[config.mk]
export PLATFORM = sky130hd
export DESIGN_NAME = muldiv_unit
export DESIGN_NICKNAME = d
export VERILOG_FILES = /design/src/rtl/muldiv_unit.sv
export SDC_FILE = /design/constraint.sdc
export NUM_CORES = 1
export LEC_CHECK = 0
export ABC_CLOCK_PERIOD_IN_PS = 14210
export CORE_MARGIN = 1
export CORE_UTILIZATION = 40
export DETAILED_ROUTE_END_ITERATION = 10
export GPL_ROUTABILITY_DRIVEN = 0
export REMOVE_ABC_BUFFERS = 1
export SLEW_MARGIN = 40
export SYNTH_ARGS = -nofsm -noshare
export SYNTH_HDL_FRONTEND = slang
export SYNTH_SLANG_ARGS = --single-unit
[constraint.sdc]
create_clock -name CLK -period 14.21 [get_ports CLK]
set_input_delay 2.1315 -clock CLK [delete_from_list [all_inputs] [get_ports CLK]]
set_output_delay 2.1315 -clock CLK [all_outputs]
set_load 0.005 [all_outputs]
[src/rtl/muldiv_unit.sv]
// muldiv_unit: iterative 32-bit multiply/divide unit with HI/LO result registers.
// One radix-2 step per clock (shift-add multiply, restoring divide) on operand
// magnitudes, with the sign fixed up when HI/LO are written on the final step.
module muldiv_unit (
    input  logic        CLK,
    input  logic        RST,
    input  logic [31:0] porta,
    input  logic [31:0] portb,
    input  logic [1:0]  op,
    input  logic        start,
    input  logic        mthi,
    input  logic        mtlo,
    input  logic [31:0] wdata,
    output logic        busy,
    output logic        done,
    output logic        divzero,
    output logic [31:0] hi,
    output logic [31:0] lo
);

    typedef enum logic [1:0] {
        S_IDLE = 2'd0,
        S_CALC = 2'd1,
        S_DONE = 2'd2
    } state_t;

    state_t      r_state;
    state_t      w_state_next;
    logic [4:0]  r_cnt;
    logic [1:0]  r_op;
    logic [31:0] r_opnd;      // multiplicand or divisor magnitude
    logic [31:0] r_work_hi;   // partial product high half / partial remainder
    logic [31:0] r_work_lo;   // multiplier bits / dividend bits becoming quotient
    logic        r_neg_q;     // negate product or quotient at completion
    logic        r_neg_r;     // negate remainder at completion
    logic        r_divz;
    logic [31:0] r_hi;
    logic [31:0] r_lo;

    logic        w_accept;
    logic        w_divz_start;
    logic        w_finish;
    logic        w_mt_ok;
    logic        w_signed;
    logic [31:0] w_mag_a;
    logic [31:0] w_mag_b;
    logic [32:0] w_mul_sum;
    logic [32:0] w_div_shift;
    logic        w_div_ge;
    logic [31:0] w_iter_hi;
    logic [31:0] w_iter_lo;
    logic [63:0] w_prod;
    logic [31:0] w_res_hi;
    logic [31:0] w_res_lo;

    // Operand magnitudes for launch; op[0]=1 selects the unsigned variants
    assign w_signed = ~op[0];
    assign w_mag_a  = (w_signed && porta[31]) ? -porta : porta;
    assign w_mag_b  = (w_signed && portb[31]) ? -portb : portb;

    // Single radix-2 step of multiply or divide, plus final sign correction
    assign w_mul_sum   = {1'b0, r_work_hi} + {1'b0, (r_work_lo[0] ? r_opnd : 32'd0)};
    assign w_div_shift = {r_work_hi, r_work_lo[31]};
    assign w_div_ge    = (w_div_shift >= {1'b0, r_opnd});
    assign w_prod      = {w_iter_hi, w_iter_lo};

    always_comb begin
        w_iter_hi = w_mul_sum[32:1];
        w_iter_lo = {w_mul_sum[0], r_work_lo[31:1]};
        w_res_hi  = w_prod[63:32];
        w_res_lo  = w_prod[31:0];
        if (r_op[1]) begin
            // The trial remainder is always below 2^32 when it is kept
            w_iter_hi = w_div_ge ? (w_div_shift[31:0] - r_opnd) : w_div_shift[31:0];
            w_iter_lo = {r_work_lo[30:0], w_div_ge};
            w_res_lo  = r_neg_q ? -w_iter_lo : w_iter_lo;
            w_res_hi  = r_neg_r ? -w_iter_hi : w_iter_hi;
        end else if (r_neg_q) begin
            {w_res_hi, w_res_lo} = -w_prod;
        end
    end

    // Next-state and status outputs
    always_comb begin
        w_state_next = r_state;
        w_accept     = 1'b0;
        w_divz_start = 1'b0;
        w_finish     = 1'b0;
        w_mt_ok      = 1'b0;
        busy         = 1'b0;
        done         = 1'b0;
        case (r_state)
            S_IDLE, S_DONE: begin
                done = (r_state == S_DONE);
                if (start) begin
                    w_accept = 1'b1;
                    if (op[1] && (portb == 32'd0)) begin
                        w_divz_start = 1'b1;
                        w_state_next = S_DONE;
                    end else begin
                        w_state_next = S_CALC;
                    end
                end else begin
                    w_mt_ok      = 1'b1;
                    w_state_next = S_IDLE;
                end
            end
            S_CALC: begin
                busy = 1'b1;
                if (r_cnt == 5'd31) begin
                    w_finish     = 1'b1;
                    w_state_next = S_DONE;
                end
            end
            default: w_state_next = S_IDLE;
        endcase
        divzero = done & r_divz;
    end

    // State register
    always_ff @(posedge CLK or posedge RST) begin
        if (RST) begin
            r_state <= S_IDLE;
        end else begin
            r_state <= w_state_next;
        end
    end

    // Datapath: operand capture, iteration, HI/LO writes
    always_ff @(posedge CLK or posedge RST) begin
        if (RST) begin
            r_cnt     <= 5'd0;
            r_op      <= 2'd0;
            r_opnd    <= 32'd0;
            r_work_hi <= 32'd0;
            r_work_lo <= 32'd0;
            r_neg_q   <= 1'b0;
            r_neg_r   <= 1'b0;
            r_divz    <= 1'b0;
            r_hi      <= 32'd0;
            r_lo      <= 32'd0;
        end else if (w_accept) begin
            r_cnt     <= 5'd0;
            r_op      <= op;
            r_divz    <= w_divz_start;
            r_work_hi <= 32'd0;
            r_neg_q   <= w_signed & (porta[31] ^ portb[31]);
            r_neg_r   <= w_signed & porta[31];
            if (op[1]) begin
                r_opnd    <= w_mag_b;
                r_work_lo <= w_mag_a;
            end else begin
                r_opnd    <= w_mag_a;
                r_work_lo <= w_mag_b;
            end
        end else if (r_state == S_CALC) begin
            r_cnt     <= r_cnt + 5'd1;
            r_work_hi <= w_iter_hi;
            r_work_lo <= w_iter_lo;
            r_divz    <= 1'b0;
            if (w_finish) begin
                r_hi <= w_res_hi;
                r_lo <= w_res_lo;
            end
        end else begin
            r_divz <= 1'b0;
            if (w_mt_ok && mthi) begin
                r_hi <= wdata;
            end
            if (w_mt_ok && mtlo) begin
                r_lo <= wdata;
            end
        end
    end

    assign hi = r_hi;
    assign lo = r_lo;

endmodule
==> impl_metrics.toml <==
[sta]
fin_crit_sh = 0.4501
hold_ws_ps = 478.0
max-slew-margin-rel = 0.3951
finalWorstSetupSlack_ps = 7814
rsz0062_at_grt = "false"
setup_violations = 0
fin_worst_skew_ps = 17.79
slew_viol_final = 0
fmax_mhz = 156.3
finalHoldViolCount = 0
tns_ps = 0
worst_pin_slew_ps = 899.0
period_minus_slack_ps = 6396

[grt]
gr-total-overflow = 0
grt_use_total = 0.3144
grt_pass1_wl_mm = 112.8
antenna_found_initial = 1
grt_max_degree = 109
grt_pass1_vias = 18510

[place]
place_ws_ps = 7811
placed_cells = 3151
portBuffers = 169
dp_hpwl_mm = 56.34

[clock_network]
clk-insertion-delay-late_ps = 480
clockBufferDepth = 2
post_cts_buffers = 0
cts_tree = "built"
root_buffer = "clkbuf_16"
cts_hold_buf = 0
h-tree-depth = 4
cts_buffers = 17
path_clk_slew_ps = 70
cts_resized = 0
clock_sinks = 171

[cells_and_area]
antenna_cells = 0
area_growth_pct = 13.92
drive_gt1_frac = 0.04764
nNetsFinal = 2746
final_common_cell = "nand2_1"
register_area_mm2 = 0.004284
most-common-layout-cells = "nand2_1 (317), o21ai_0 (247), nor2_1 (244)"
finalNonFillerCells = 3182
fill_cells = 4626
multi_input_area_mm2 = 0.01321

[critical_path]
critPathMaxFanout = 40
worst_setup_path_end_kind = "flop"
required_ps = 14600
crit_arrival_ps = 6790
startpoint_type = "flop"
crit_type = "reg2reg"

[synth]
synthArstFlopShare = 1.000
syn_area_mm2 = 0.01842
synth_top_flop_cell = "dfrtp_1"
yosysUniqueCellTypes = 92
ys_ff_latch = 171
seq_area_frac_synth = 0.2323
postSynthAreaPerCell_um2 = 7.238
synthCells = 2545
synth_edf_count = 0
yosysWarnings = 0

[detailed_routing]
vias = 20070
remaining_drc_errors = 0
ant_nets = 0
first_pass_iters = 8
wire_per_inst_um = 23.43
wl_mm = 74.57
via_per_inst = 6.307
drtIter0Drc = 2151

[die]
row_count = 78
io_pins = 170
die_y_um = 216.6
dieArea_mm2 = 0.04691
start_util = 0.4059
core_area_mm2 = 0.04538
die_w_um = 216.6

[min_path]
hp-class = "reg2reg"

[flow_run]
max_cap_viol_count = 0

[outcome]
status = "finished, final reports clean"
## synthesized netlist by cell type (30+ instances only)
cell type	number	area share
a211oi_1	31	0.013
a21oi_1	230	0.062
a31oi_1	30	0.010
clkbuf_1	153	0.031
dfrtp_1	171	0.23
ha_1	71	0.048
inv_1	66	0.013
mux2i_1	61	0.033
nand2_1	318	0.065
nand3_1	49	0.013
nor2_1	245	0.050
nor3_1	73	0.020
nor4_1	30	0.010
o211ai_1	64	0.026
o21ai_0	247	0.067
o31ai_1	42	0.017
or3_1	31	0.011
xnor2_1	114	0.054
xor2_1	86	0.041
## layout make-up
type / count / area share
well taps: 600 / 0.03577
inverters: 68 / 0.01276
clock inverters: 12 / 0.005903
repair buffers: 195 / 0.09122
multi-input cells: 2117 / 0.6296
flip-flops and latches: 171 / 0.2042
clock buffers: 19 / 0.02063
## per-layer routing
layer,share of wire,up-vias,track usage,routed length (µm)
li1,-,9290,-,-
met1,0.42,9584,0.4203,31650
met2,0.44,999,0.4848,32630
met3,0.081,194,0.05123,6007
met4,0.057,2,0.1664,4280
met5,0.00013,-,0,10
## stage by stage
stage               cell area (µm²)    util
floorplan                     17670       -
global placement              20350  0.4483
detailed placement            20400  0.4495
CTS                           20960  0.4618
global route                  20990  0.4624
finish                        20990  0.4624
## flip-flops by register name, indices dropped and copies added (netlist names)
signal and count:
r_state 2, r_cnt 5, r_neg_r 1, hi 32, r_work_lo 32, r_work_hi 32, r_opnd 32, r_divz 1
r_op 1, r_neg_q 1, lo 32
## final timing paths
path                                          startpoint                   to  slack [ps]  cells after the start
worst max-delay path            r_work_hi[2]$_DFFE_PP0P_   lo[28]$_DFFE_PP0P_        7810                     20
worst min-delay path                  lo[14]$_DFFE_PP0P_   lo[14]$_DFFE_PP0P_         480                      2
worst max register to register  r_work_hi[2]$_DFFE_PP0P_   lo[28]$_DFFE_PP0P_        7810                     20
worst min register to register        lo[14]$_DFFE_PP0P_   lo[14]$_DFFE_PP0P_         480                      2
max in group asynchronous                            RST  r_op[1]$_DFFE_PP0P_       10850                      3
min in group asynchronous                            RST    lo[6]$_DFFE_PP0P_        2110                      2
## critical path, cell delays in order (launching register included)
cell,delay (ps)
dfrtp_1,440
ha_1,440
a21o_1,240
a21oi_1,490
a2111oi_4,210
o311ai_4,260
buf_4,300
nand2_4,390
inv_2,120
buf_4,410
ha_1,290
nand3_1,110
or3_1,400
nor4_2,500
nand4_1,260
or2_2,360
o41ai_1,400
xor2_1,120
a211oi_1,270
a21oi_1,70
a21oi_1,180
## kinds of logic (layout without fill, tap and decap cells)
family          Yosys count  in the layout  synth area share
buf+inv                 257            294           0.05441
xor+xnor                200            200           0.09510
flops                   171            171            0.2323
compound gates          854            854            0.2947
fa+ha+maj                73             73           0.05040
simple gates            920            920            0.2337
mux                      70             70           0.03940
Power is not shown: default switching activity piles up to over one toggle a cycle in this logic, so the estimate is an artifact.
==> patch: new RTL, same flow settings <==
Add an input register stage for `portb`, cleared by the reset; this delays it by one clock. The other inputs are not delayed to match.
--- a/src/rtl/muldiv_unit.sv
+++ b/src/rtl/muldiv_unit.sv
@@ -25,2 +25,12 @@
     } state_t;
+
+    logic [31:0] portb_q;
+
+    always_ff @(posedge CLK or posedge RST) begin
+        if (RST) begin
+            portb_q <= '0;
+        end else begin
+            portb_q <= portb;
+        end
+    end
 
@@ -58,3 +68,3 @@
     assign w_mag_a  = (w_signed && porta[31]) ? -porta : porta;
-    assign w_mag_b  = (w_signed && portb[31]) ? -portb : portb;
+    assign w_mag_b  = (w_signed && portb_q[31]) ? -portb_q : portb_q;
 
@@ -96,3 +106,3 @@
                     w_accept = 1'b1;
-                    if (op[1] && (portb == 32'd0)) begin
+                    if (op[1] && (portb_q == 32'd0)) begin
                         w_divz_start = 1'b1;
@@ -146,3 +156,3 @@
             r_work_hi <= 32'd0;
-            r_neg_q   <= w_signed & (porta[31] ^ portb[31]);
+            r_neg_q   <= w_signed & (porta[31] ^ portb_q[31]);
             r_neg_r   <= w_signed & porta[31];
Check against the original RTL: not equivalent (a bounded check fails within 4 cycles, from zero or initial values and one cycle with RST high).
==> patch against the original RTL <==
  * Worst hold slack improved by 6.8 ps
  * Worst setup slack lost 1000 ps
  * Synthesized area grew 3.6%
  * Routed wire length decreased by 1.7%
  * Sequential cell count increased by 32
  * Critical path type unchanged
  * Cell area grew 4.5%
  * Die area increased by 3.5%
  * Non-clock buffer count down 2
  * Maximum frequency is 14% lower
  * Final cell count about the same
Power is not shown: default switching activity piles up to over one toggle a cycle in this logic, so the estimate is an artifact.
==> patch: results (changes against the original RTL) <==
** Run status
- Outcome :: finished clean

** Flow run
- The number of max-cap violations is 0 (unchanged).

** Critical path
- The peak per-stage delay on the critical path is 830 ps (+330 ps).
- On the critical path the largest part of the delay comes from simple AND/OR/NAND/NOR gates.
- The maximum net fanout on the critical path was 51 (+28%).
- Slowest cell on the critical path :: sky130_fd_sc_hd__nor4_1
- The data arrival time at the worst-slack endpoint is 7900 ps (+1110 ps).

** Layout
- The share of cells above drive strength 1 came to 0.04810 (+0.0004618).
- The final-stage net count was 2735 (-0.40%).
- The fill cell instance count of the final layout came to 4654 (+0.61%).

** Global routing
- The total routing usage reported by global routing came to 0.2965 (-0.01789).
- Wire length of the first global-routing pass :: 110600 µm (-2.0%)
- The number of global-route vias before repair is 18410 (-0.52%).
- The number of antenna violations at the first check in global routing was 3 (+2).
- Maximum number of pins on one net before global-route repair :: 123 (+13%)

** Placement
- The detailed placer's ending HPWL was 55500 µm (-1.5%).

** Logic synthesis
- Prevailing post-synth register cell :: sky130_fd_sc_hd__dfrtp_1
- Sequential-to-total area share from yosys stat :: 0.2663 (+0.03396)
- The count of cell types in the netlist came to 89 (-3.3%).
- Top cells by count, synth :: sky130_fd_sc_hd__nand2_1, sky130_fd_sc_hd__nor2_1, sky130_fd_sc_hd__o21ai_0, sky130_fd_sc_hd__a21oi_1, sky130_fd_sc_hd__dfrtp_1
- Area contributors post-synth :: sky130_fd_sc_hd__dfrtp_1, sky130_fd_sc_hd__o21ai_0, sky130_fd_sc_hd__nand2_1

** STA
- Skew final :: 16.74 ps (-1.046 ps)
- Tightest slew margin relative to the limit :: 0.4152 (+0.02004)

** Clock network
- Number of setup buffers added after CTS :: 0 (unchanged)
- The clock latency reported for the late side of the worst-skew pair was 570 ps (+90 ps).
- The clock buffer count from CTS came to 25 (+8).
- The maximum buffer depth of the clock tree was 3 (+1).
- The number of H-tree branching levels came to 1 (-3).

** Routing
- The aggregate routed wire length was 73310 µm (-1.7%).
- The detailed router's first-iteration violation count was 2277 (+5.9%).
- Via Count :: 19870 (-0.98%)
- Number of detailed-routing iterations run before antenna repair :: 6 (-2)

** Min path
- The min-delay analysis places its worst path in the category reg2reg.
-- patch: routing by layer --
layer	vias to the layer above	global-route usage	wire, µm
li1	9248	-	-
met1	9476	0.4044	31150
met2	978	0.4531	31820
met3	171	0.06364	7084
met4	0	0.1207	3252
met5	-	0	0
-- patch: layout make-up --
class	count	area share
tap	607	0.03464
multi-input combinational	2061	0.5929
inverter	75	0.01358
timing repair buffer	193	0.08663
sequential	203	0.2319
clock buffer	36	0.03316
clock inverter	10	0.007134
-- patch: through the flow --
step	instances	hold WS, ps	worst slack (ps)	instance area [µm²]
floorplan	2339	449.4	6036	18310
global placement	3138	465.3	7316	20980
detailed placement	3139	473.7	7116	21010
CTS	3185	488.0	7092	21900
global route	3185	508.9	6485	21920
finish	3185	484.8	6764	21920
-- patch: cells by family after synthesis --
group / share of synthesized area
AND/OR/NAND/NOR: 0.2085
AO/OA/AOI/OAI: 0.2810
buffers and inverters: 0.05509
XOR/XNOR: 0.1005
flip-flops: 0.2663
multiplexers: 0.03994
adder cells (fa/ha/maj): 0.04866
-- patch: worst paths after layout --
check / from / end / slack (ps) / depth (start not counted)
worst max-delay path: r_work_hi[28] / hi[24] / 6760 / 20
worst min-delay path: r_opnd[19] / r_opnd[19] / 480 / 2
worst max register to register: r_work_hi[28] / hi[24] / 6760 / 20
worst min register to register: r_opnd[19] / r_opnd[19] / 480 / 2
max in group asynchronous: RST / r_op[1] / 10920 / 3
min in group asynchronous: RST / lo[6] / 2040 / 2
-- patch: tightest hold or removal path, cell delays in order, from the launching register on --
cell                      delay (ps)
sky130_fd_sc_hd__dfrtp_1         340
sky130_fd_sc_hd__nand2_1          50
sky130_fd_sc_hd__o21ai_0          60
